[config.mk]
export PLATFORM = sky130hd
export DESIGN_NAME = dm_arbiter
export DESIGN_NICKNAME = d
export VERILOG_FILES = /design/src/rtl/dm_arb_pkg.sv /design/src/rtl/dm_arb_grant.sv /design/src/rtl/dm_arbiter.sv
export SDC_FILE = /design/constraint.sdc
export NUM_CORES = 1
export LEC_CHECK = 0
export BUFFER_PORTS_ARGS = -buffer_cell sky130_fd_sc_hd__buf_4
export CAP_MARGIN = 20
export CELL_PAD_IN_SITES_DETAIL_PLACEMENT = 0
export CELL_PAD_IN_SITES_GLOBAL_PLACEMENT = 1
export CORE_AREA = 2 2 154 156
export DETAILED_ROUTE_END_ITERATION = 12
export DIE_AREA = 0 0 156 158
export HOLD_SLACK_MARGIN = 0.06
export PLACE_DENSITY = 0.71
export RECOVER_POWER = 50
export SLEW_MARGIN = 40
export SYNTH_ARGS = -nofsm -noshare
export SYNTH_HDL_FRONTEND = slang
export SYNTH_HIERARCHICAL = 1
export SYNTH_SLANG_ARGS = --single-unit
[constraint.sdc]
create_clock -name clk -period 2.3 [get_ports clk]
set_clock_uncertainty 0.2 [all_clocks]
set_input_delay 0.345 -clock clk [delete_from_list [all_inputs] [get_ports clk]]
set_output_delay 0.345 -clock clk [all_outputs]
set_load 0.05 [all_outputs]
[src/rtl/dm_arb_pkg.sv]
// Shared types and defaults for the data-memory arbiter.
package dm_arb_pkg;

    typedef enum logic [1:0] {
        IDLE,
        OWN0,
        OWN1
    } state_t;

    localparam int BURST_DEF = 4;

endpackage

[src/rtl/dm_arb_grant.sv]
// Combinational grant decision and next-state for the data-memory arbiter.
module dm_arb_grant
    import dm_arb_pkg::*;
#(
    parameter int BURST = BURST_DEF,
    localparam int CW = $clog2(BURST + 1)
) (
    input  state_t          state,
    input  logic [CW-1:0]   cnt,
    input  logic            rr_ptr,
    input  logic            v0,
    input  logic            v1,
    output logic            gnt_vld,
    output logic            gnt,
    output state_t          nxt_state,
    output logic [CW-1:0]   nxt_cnt,
    output logic            nxt_rr
);

    localparam logic [CW-1:0] CMAX = CW'(BURST);

    logic own0, own1, idle;
    logic keep0, keep1, take0, take1;

    assign own0  = (state == OWN0);
    assign own1  = (state == OWN1);
    assign idle  = (state == IDLE);
    assign keep0 = own0 & v0 & ((cnt < CMAX) | ~v1);
    assign keep1 = own1 & v1 & ((cnt < CMAX) | ~v0);
    assign take1 = own0 & v1 & ~keep0;
    assign take0 = own1 & v0 & ~keep1;

    always_comb begin
        gnt_vld = 1'b0;
        gnt     = 1'b0;
        unique case (1'b1)
            keep0:             begin gnt_vld = 1'b1; gnt = 1'b0;   end
            keep1:             begin gnt_vld = 1'b1; gnt = 1'b1;   end
            take1:             begin gnt_vld = 1'b1; gnt = 1'b1;   end
            take0:             begin gnt_vld = 1'b1; gnt = 1'b0;   end
            idle & v0 & v1:    begin gnt_vld = 1'b1; gnt = rr_ptr; end
            idle & v0 & ~v1:   begin gnt_vld = 1'b1; gnt = 1'b0;   end
            idle & ~v0 & v1:   begin gnt_vld = 1'b1; gnt = 1'b1;   end
            default: ;
        endcase
    end

    // Beat count saturates so a lone owner can stream indefinitely.
    always_comb begin
        nxt_state = IDLE;
        nxt_cnt   = '0;
        nxt_rr    = rr_ptr;
        if (gnt_vld) begin
            nxt_state = gnt ? OWN1 : OWN0;
            nxt_rr    = ~gnt;
            if (state == nxt_state)
                nxt_cnt = (cnt < CMAX) ? cnt + 1'b1 : CMAX;
            else
                nxt_cnt = CW'(1);
        end
    end

endmodule

[src/rtl/dm_arbiter.sv]
// Two-port round-robin arbiter in front of the single-ported data memory.
module dm_arbiter
    import dm_arb_pkg::*;
#(
    parameter int BURST = BURST_DEF,
    parameter int AW = 32,
    parameter int DW = 32
) (
    input  logic          clk,
    input  logic          reset,
    input  logic          req0_valid,
    input  logic          req0_we,
    input  logic [AW-1:0] req0_addr,
    input  logic [DW-1:0] req0_wdata,
    input  logic [31:0]   req0_pc,
    output logic          req0_ready,
    output logic          req0_rvalid,
    output logic [DW-1:0] req0_rdata,
    input  logic          req1_valid,
    input  logic          req1_we,
    input  logic [AW-1:0] req1_addr,
    input  logic [DW-1:0] req1_wdata,
    input  logic [31:0]   req1_pc,
    output logic          req1_ready,
    output logic          req1_rvalid,
    output logic [DW-1:0] req1_rdata,
    output logic [AW-1:0] mem_addr,
    output logic [DW-1:0] mem_wdata,
    output logic          mem_we,
    output logic [31:0]   mem_pc,
    input  logic [DW-1:0] mem_rdata
);

    localparam int CW = $clog2(BURST + 1);

    state_t        state, nxt_state;
    logic [CW-1:0] cnt, nxt_cnt;
    logic          rr_ptr, nxt_rr;
    logic          gnt_vld, gnt;
    logic          v0, v1;
    logic          ld0, ld1;

    // Masking the valids keeps the memory quiet while reset is held.
    assign v0 = req0_valid & ~reset;
    assign v1 = req1_valid & ~reset;

    dm_arb_grant #(.BURST(BURST)) u_grant (
        .state     (state),
        .cnt       (cnt),
        .rr_ptr    (rr_ptr),
        .v0        (v0),
        .v1        (v1),
        .gnt_vld   (gnt_vld),
        .gnt       (gnt),
        .nxt_state (nxt_state),
        .nxt_cnt   (nxt_cnt),
        .nxt_rr    (nxt_rr)
    );

    assign req0_ready = gnt_vld & ~gnt;
    assign req1_ready = gnt_vld & gnt;
    assign ld0 = req0_ready & ~req0_we;
    assign ld1 = req1_ready & ~req1_we;

    always_comb begin
        mem_addr  = '0;
        mem_wdata = '0;
        mem_we    = 1'b0;
        mem_pc    = '0;
        if (req0_ready) begin
            mem_addr  = req0_addr;
            mem_wdata = req0_wdata;
            mem_we    = req0_we;
            mem_pc    = req0_pc;
        end else if (req1_ready) begin
            mem_addr  = req1_addr;
            mem_wdata = req1_wdata;
            mem_we    = req1_we;
            mem_pc    = req1_pc;
        end
    end

    always_ff @(posedge clk or posedge reset) begin
        if (reset) begin
            state       <= IDLE;
            cnt         <= '0;
            rr_ptr      <= 1'b0;
            req0_rvalid <= 1'b0;
            req1_rvalid <= 1'b0;
            req0_rdata  <= '0;
            req1_rdata  <= '0;
        end else begin
            state       <= nxt_state;
            cnt         <= nxt_cnt;
            rr_ptr      <= nxt_rr;
            req0_rvalid <= ld0;
            req1_rvalid <= ld1;
            if (ld0)
                req0_rdata <= mem_rdata;
            if (ld1)
                req1_rdata <= mem_rdata;
        end
    end

endmodule

==> results.toml, run 1 <==
[timing]
period_share_pct = 127
finalWorstSetupSlack_ns = -0.610
rsz0062_at_grt = "yes"
min_period_ns = 2.91
hold_viol = 0
maxSlewHeadroom_pct = 56.2
worst_pin_slew_ns = 0.659
clock.fmax_ghz = 0.344
slew_violations = 0
finalSetupViolations = 131

[worst_setup_path]
crit_type = "flip-flop to output port"
start_kind = "flip-flop"
cp_max_fo = 14
endpoint_kind = "output port"
reg2reg_depth = 9
crit_required_ns = 1.75
worstPathArrival_ns = 2.37

[outcome]
violations = "negative setup slack"
status = "finished with violations"

[min_path]
hold_class = "input port to flip-flop"
holdPathStages = 2

[synthesis]
ys_seq_elements = 72
syn_area_sq_mm = 0.00454
synthFlopType = "dfrtp_1"
syn_area_per_cell_sq_um = 11.4
async_flop_share_pct = 100
yosysSeqAreaShare_pct = 39.7
synth_edf_count = 0
ys_warn_count = 6
syn_nets = 630
synth_cells = 399
synth_cell_types = 30

[die]
die_x_microns = 156
die_h_microns = 158
io_pins = 395
start_util_pct = 19.7
rows = 56
dieArea_sq_mm = 0.0246
core_region_area_sq_mm = 0.0231

[drt]
viasPerCell = 4.16
drt_iter0_markers = 164
post-route-drc-count = 0
drt-total-wl_mm = 19.1
antenna_left = 0
dr.pass1.iters = 4
post_drt_wl_per_cell_microns = 16.9
dr_total_vias = 4720

[power]
power_density_mw_per_mm2 = 686
leakagePower_nw = 4.47
ir_drop_v = 0.000341
power_w = 0.00665

[cts]
cts.path.max_buffers = 2
cts_num_sinks = 72
cts.clk_slew.worst_paths_ns = 0.05
root_buffer = "clkbuf_16"
clkLatencyLatePin_ns = 0.32
cts_tree = "built"
cts_made_buffers = 9
htreeDepth = 3

[global_routing]
grt_overflow_total = 0
grt_pass1_vias = 4794
antenna_found_initial = 0
grt_usage_pct = 13.6
grt_pass1_wl_mm = 26.3
grt_max_degree = 67

[finish]
drive_gt1_share_pct = 75.6
final-instance-count-excl-fill = 1134
n_antenna_cell = 0
final_cell_mix = "buf_4 (339), nor2b_4 (90), mux2i_2 (73)"
final_common_cell = "buf_4"
areaGrowthSynthToFinish_pct = 113
fin_nets = 1070
design_area_sq_mm = 0.00969

[place]
dp_hpwl_mm = 14.5
numPortBuffers = 394
post_dp_cell_area_sq_mm = 0.00885
dp.cells = 1085
routabilityCongestion = 0.759

[flow_run]
maxCapViolations = 0
flip-flops by register name, indices dropped and copies added, names as in the netlist:
signal,flops
req1_rvalid,1
req0_rvalid,1
req0_rdata,32
req1_rdata,32
state,2
rr_ptr,1
cnt,3
layout make-up:
class / instances / area (sq um)
well taps: 290 / 363
flip-flops and latches: 72 / 1800
fillers: 2234 / 13400
clock inverters: 2 / 12.5
repair buffers: 459 / 3510
multi-input cells: 293 / 3700
inverters: 4 / 16.3
clock buffers: 14 / 274
kinds of logic after synthesis:
group           Yosys count  share of synthesized area [%]
buf+inv                  34                           4.08
flops                    72                           39.7
fa+ha+maj                 1                          0.276
compound gates           13                           2.12
mux                     163                           37.8
simple gates            116                           16.0
synthesized netlist by cell type, types with 3 or more instances:
cell	count	share of area, %
mux2i_1	98	22
buf_4	3	0.50
a21oi_1	4	0.44
inv_1	4	0.33
nor2b_1	102	14
mux2_2	62	15
dfrtp_1	72	40
buf_6	4	0.99
nand2_1	5	0.41
buf_2	13	1.4
clkbuf_1	10	0.83
per-layer routing:
metal,vias to the layer above,wire length (microns),global-route usage [%]
met4,0,203,3.28
met2,194,10100,24.2
li1,2246,-,-
met1,2263,7540,16.3
met3,17,1270,3.83
met5,-,0,0
worst paths after layout:
check,end,from,slack (ns)
max in group asynchronous,req1_rdata[24]$_DFFE_PP0P_,reset,0.75
worst max register to register,req0_rdata[0]$_DFFE_PP0P_,cnt[2]$_DFF_PP0_,-0.19
min in group asynchronous,cnt[1]$_DFF_PP0_,reset,0.50
worst max-delay path,mem_wdata[10],cnt[2]$_DFF_PP0_,-0.61
worst min-delay path,req1_rdata[3]$_DFFE_PP0P_,mem_rdata[3],0.07
worst min register to register,req1_rdata[7]$_DFFE_PP0P_,req1_rdata[7]$_DFFE_PP0P_,0.30
critical path, stage by stage, from the launching register on:
cell,delay (ns)
dfrtp_1,0.42
mux2_4,0.33
a221oi_4,0.30
buf_12,0.22
buf_12,0.19
mux2i_2,0.31
nor2b_4,0.06
buf_4,0.19
repair_timing:
action                                  CTS  global route
gates cloned                              0             1
endpoints found under the setup margin  133           163
resized for setup                        60            47
pin swaps                                 0             1
setup buffers                             1             3
hold buffers                             27             1
hold endpoints to repair                 50             1
through the flow:
stage          hold WS (ns)  TNS [ns]  setup WS (ns)  util, %
2_1_floorplan         0.277    -23.18         -0.359        -
3_3_place_gp          0.218    -38.13         -0.383     38.4
3_5_place_dp          0.226    -40.95         -0.426     38.4
4_1_cts              0.0606    -60.72         -0.645     42.0
5_1_grt              0.0633    -75.21         -0.721     42.0
6_report             0.0733    -60.67         -0.610     42.0
power by group:
group,internal (W),switching (W),leakage [nW]
Sequential,0.00157,0.000150,0.870
Clock,0.000818,0.000507,0.139
Combinational,0.00129,0.00232,3.46
(Power assumes the default switching activity.)
==> run 2, diff against run 1 <==
CORE_AREA = 2 2 153 155   (was 2 2 154 156)
DIE_AREA = 0 0 155 157   (was 0 0 156 158)
PLACE_DENSITY = 0.73   (was 0.71)
SYNTH_HIERARCHICAL = unset   (was 1)
==> results.toml, run 2 <==
[synthesis]
synth.area.top_cells = "dfrtp_1 (44%), nand2_1 (18%), o21ai_0 (12%)"
synthTopCellsByCount = "nand2_1 (196), o21ai_0 (98), dfrtp_1 (72), mux2_2 (35), mux2_1 (29)"
synth_cell_types = 27
ys_seq_elements = 72
async_flop_share_pct = 100
ys_warn_count = 0
yosysMostFrequentCell = "nand2_1"
syn_area_per_cell_sq_um = 8.32
yosysSeqAreaShare_pct = 43.6
synth_edf_count = 0
syn_area_sq_mm = 0.00413
synth_cells = 496
netlist.area_leader.share_pct = 43.6
yosysTopAreaCell = "dfrtp_1"
synthFlopType = "dfrtp_1"
syn_nets = 727

[drt]
drt_iter0_markers = 197
drt-total-wl_mm = 24.0
dr.pass1.iters = 4
dr_total_vias = 5665
viasPerCell = 4.38
post-route-drc-count = 0
antenna_left = 0
post_drt_wl_per_cell_microns = 18.6

[finish]
drive_gt1_share_pct = 70.3
final_common_cell = "buf_4"
areaGrowthSynthToFinish_pct = 162
top_regs = "req0_rdata (32), req1_rdata (32), cnt (3)"
fin_nets = 1232
fill_cells = 2089
final_cell_mix = "buf_4 (301), nand2_1 (138), buf_6 (101)"
utilization_pct = 48.1

[timing]
finalSetupViolations = 139
min_period_ns = 2.69
clock.fmax_ghz = 0.372
worst_pin_slew_ns = 0.920
finalWorstSetupSlack_ns = -0.386
rsz0062_at_grt = "yes"
maxSlewHeadroom_pct = 38.6
slew_violations = 0
fin_tns_setup_ns = -37.75
hold_viol = 0
period_share_pct = 117

[die]
dieArea_sq_mm = 0.0243
die_x_microns = 155
core_region_area_sq_mm = 0.0225
io_pins = 395
start_util_pct = 18.3
rows = 55
die_h_microns = 157

[outcome]
violations = "negative setup slack"
status = "finished with violations"

[worst_setup_path]
cp_max_fo = 8
reg2reg_depth = 10
endpoint_kind = "output port"
crit_required_ns = 1.75
crit_type = "flip-flop to output port"
start_kind = "flip-flop"
worstPathArrival_ns = 2.14

[global_routing]
antenna_found_initial = 1
grt_usage_pct = 18.5
grt_pass1_vias = 6002
grt_overflow_total = 0
grt_max_degree = 37
grt_pass1_wl_mm = 34.6

[place]
dp_hpwl_mm = 16.1
routabilityCongestion = 0.832
numPortBuffers = 394

[cts]
cts_tree = "built"
clkLatencyLatePin_ns = 0.32
cts.clk_slew.worst_paths_ns = 0.05
htreeDepth = 3
cts_num_sinks = 72
cts.path.max_buffers = 2
cts_made_buffers = 9
root_buffer = "clkbuf_16"

[power]
clock_power_share_pct = 15.8
intPower_w = 0.00465
ir_drop_v = 0.000384
power_density_mw_per_mm2 = 808
p_sw_share_pct = 46.9
p_seq_share_pct = 21.6
switching_power_w = 0.00411
leakagePower_nw = 5.02
combPwrFrac_pct = 62.6

[flow_run]
maxCapViolations = 0

[min_path]
holdPathStages = 2
hold_class = "input port to flip-flop"
run 2: area by class of cell:
type,count,area (sq um),share of cell area [%]
Clock buffer,12,246,2.28
Antenna cell,2,5.00,0.0462
Tap cell,285,357,3.29
Inverter,1,7.51,0.0693
Sequential cell,72,1800,16.6
Multi-Input combinational cell,385,3210,29.6
Clock inverter,4,52.6,0.485
Timing Repair Buffer,532,5150,47.6
run 2: layer usage:
metal	share of wire, %	GRT usage (%)	vias to the layer above
li1	-	-	2685
met1	39	21.2	2691
met2	53	34.2	253
met3	6.3	4.13	36
met4	2.3	5.51	0
met5	0	0	-
run 2: power groups by stage:
stage	Sequential [W]	Combinational, W	Clock [W]
floorplan	0.00323	0.00158	0
global placement	0.00187	0.00458	0
detailed placement	0.00189	0.00461	0
CTS	0.00188	0.00546	0.00141
global route	0.00194	0.00568	0.00147
finish	0.00189	0.00548	0.00138
run 2: cells by family after synthesis:
logic type      synth area share (%)
simple gates                    20.1
compound gates                  13.8
flops                           43.6
mux                             17.7
buf+inv                         4.51
fa+ha+maj                      0.303
run 2: metrics by stage:
stage                     worst slack (ns)  std cells  cell area [sq um]  hold slack [ns]  total power (W)
after floorplan                      -1.29        496               4480            0.218          0.00481
after global placement              -0.231       1193               8170            0.253          0.00646
after detailed placement            -0.235       1194               8190            0.263          0.00650
after CTS                           -0.429       1285              10500           0.0640          0.00875
after global routing                -0.503       1292              10800           0.0689          0.00909
final                               -0.386       1293              10800           0.0805          0.00875
run 2: path summary, 6_finish.rpt:
| kind | from | end | slack, ns |
|---|---|---|---|
| max | state[0]$_DFF_PP0_ | mem_pc[13] | -0.39 |
| min | mem_rdata[31] | req0_rdata[31]$_DFFE_PP0P_ | 0.08 |
| max reg2reg | state[0]$_DFF_PP0_ | req0_rdata[26]$_DFFE_PP0P_ | -0.20 |
| min reg2reg | rr_ptr$_DFFE_PP0P_ | rr_ptr$_DFFE_PP0P_ | 0.29 |
| max in group asynchronous | reset | req0_rdata[30]$_DFFE_PP0P_ | 0.52 |
| min in group asynchronous | reset | state[1]$_DFF_PP0_ | 0.58 |
run 2: repair_timing:
action,4_1_cts,5_1_grt
hold endpoints to repair,98,0
setup buffers,25,6
pin swaps,26,25
gates cloned,18,4
endpoints found under the setup margin,156,164
gates resized for setup,331,90
hold buffers,33,0
run 2: critical path: stages (launching register included):
cell,delay [ns]
dfrtp_2,0.46
and2b_2,0.26
o21ai_2,0.07
a21oi_4,0.16
buf_12,0.15
buf_12,0.16
clkbuf_16,0.17
nand2_2,0.07
o21ai_2,0.13
buf_6,0.17
==> run 3, diff against run 2 <==
HOLD_SLACK_MARGIN = 0.15   (was 0.06)
==> results.toml, run 3 (synthesis gave the netlist of run 2 again) <==
[outcome]
status = "finished with violations"
violations = "negative setup slack"

[global_routing]
grt_overflow_total = 0
grtUsageMet3_pct = 4.13
grt_max_degree = 37
grt_pass1_wl_mm = 34.7
antenna_found_initial = 1
grt.busiest_layer = "met2"
grt_pass1_vias = 6016
met1_usage_pct = 21.2
grt_use_met2_pct = 34.3
grt_usage_pct = 18.5

[worst_setup_path]
cp_max_fo = 8
max_stage_delay_ns = 0.46
crit_required_ns = 1.75
crit_chain = "and2b_2 -> o21ai_2 -> a21oi_4 -> buf_12 -> buf_12 -> clkbuf_16 -> nand2_2 -> o21ai_2 -> buf_6"
worstPathArrival_ns = 2.15
crit_type = "flip-flop to output port"
endpoint_kind = "output port"
critPathBufInv = 4
start_kind = "flip-flop"
cp_top_family = "buffers and inverters"
crit_slowest_cell = "dfrtp_2"

[finish]
final_cell_mix = "buf_4 (301), nand2_1 (138), buf_6 (101)"
top_regs = "req0_rdata (32), req1_rdata (32), cnt (3)"
utilization_pct = 48.2
design_area_sq_mm = 0.0109
final_common_cell = "buf_4"
fin_nets = 1234
areaGrowthSynthToFinish_pct = 163
final-instance-count-excl-fill = 1295
drive_gt1_share_pct = 70.1

[die]
die_x_microns = 155
io_pins = 395
core_region_area_sq_mm = 0.0225
dieArea_sq_mm = 0.0243
rows = 55
die_h_microns = 157
start_util_pct = 18.3

[cts]
cts_tree = "built"
cts.clk_slew.worst_paths_ns = 0.05
clkLatencyLatePin_ns = 0.32
cts_made_buffers = 9
cts_num_sinks = 72
root_buffer = "clkbuf_16"
htreeDepth = 3
cts.path.max_buffers = 2

[timing]
hold_viol = 0
maxSlewHeadroom_pct = 39.0
rsz0062_at_grt = "yes"
clock.fmax_ghz = 0.371
slew_violations = 0
worst_pin_slew_ns = 0.915
finalWorstSetupSlack_ns = -0.393
min_period_ns = 2.69
period_share_pct = 117
finalHoldWorstSlack_ns = 0.288
finalSetupViolations = 139

[drt]
antenna_left = 0
viasPerCell = 4.38
dr_total_vias = 5668
drt_iter0_markers = 175
dr.pass1.iters = 6
drt-total-wl_mm = 24.0
post_drt_wl_per_cell_microns = 18.6
post-route-drc-count = 0

[place]
routabilityCongestion = 0.832
dp.cells = 1194
numPortBuffers = 394
dp_hpwl_mm = 16.1
post_dp_cell_area_sq_mm = 0.00819

[power]
ir_drop_v = 0.000383
leakagePower_nw = 5.03
power_density_mw_per_mm2 = 807

[flow_run]
maxCapViolations = 0

[min_path]
hold_class = "flip-flop to flip-flop"
## run 3: path summary, 6_finish.rpt
check                                   start                    endpoint  slack [ns]  cells past startpoint
setup / recovery           state[0]$_DFF_PP0_                  mem_pc[13]       -0.39                      9
hold / removal             rr_ptr$_DFFE_PP0P_          rr_ptr$_DFFE_PP0P_        0.29                      1
setup reg to reg           state[0]$_DFF_PP0_  req0_rdata[14]$_DFFE_PP0P_       -0.20                     10
hold reg to reg            rr_ptr$_DFFE_PP0P_          rr_ptr$_DFFE_PP0P_        0.29                      1
max in group asynchronous               reset  req0_rdata[30]$_DFFE_PP0P_        0.52                      5
min in group asynchronous               reset          state[1]$_DFF_PP0_        0.58                      5
## run 3: per-layer routing
layer,wire [microns],up-vias
li1,-,2689
met1,9290,2703
met2,12800,248
met3,1520,28
met4,454,0
met5,0,-
## run 3: what timing repair did
action	4_1_cts	5_1_grt
hold endpoints to repair	105	0
buffers inserted	25	6
gates cloned	18	4
pin swaps	26	25
gates resized for setup	331	90
hold buffers	35	0
setup endpoints to repair	156	164
## run 3: report_power, final
group	total (W)	leakage, nW	switching [W]	internal (W)
clock network	0.00138	0.147	0.000510	0.000873
registers	0.00189	0.863	0.000231	0.00166
logic	0.00548	4.02	0.00336	0.00211
total	0.00876	5.03	0.00411	0.00465
## run 3: per-stage QoR
stage               setup WS (ns)  setup TNS, ns  total power (W)
finish                     -0.393         -37.96          0.00876
global route               -0.503         -51.48          0.00910
CTS                        -0.429         -42.17          0.00875
detailed placement         -0.235         -18.62          0.00650
global placement           -0.231         -18.90          0.00646
floorplan                   -1.29        -150.03          0.00481
## run 3: cell type report
type,instances,area [sq um]
antenna,2,5.00
timing repair buffer,534,5170
fill,2088,11700
tap,285,357
multi-input combinational,385,3210
clock buffer,12,246
inverter,1,7.51
sequential,72,1800
clock inverter,4,52.6
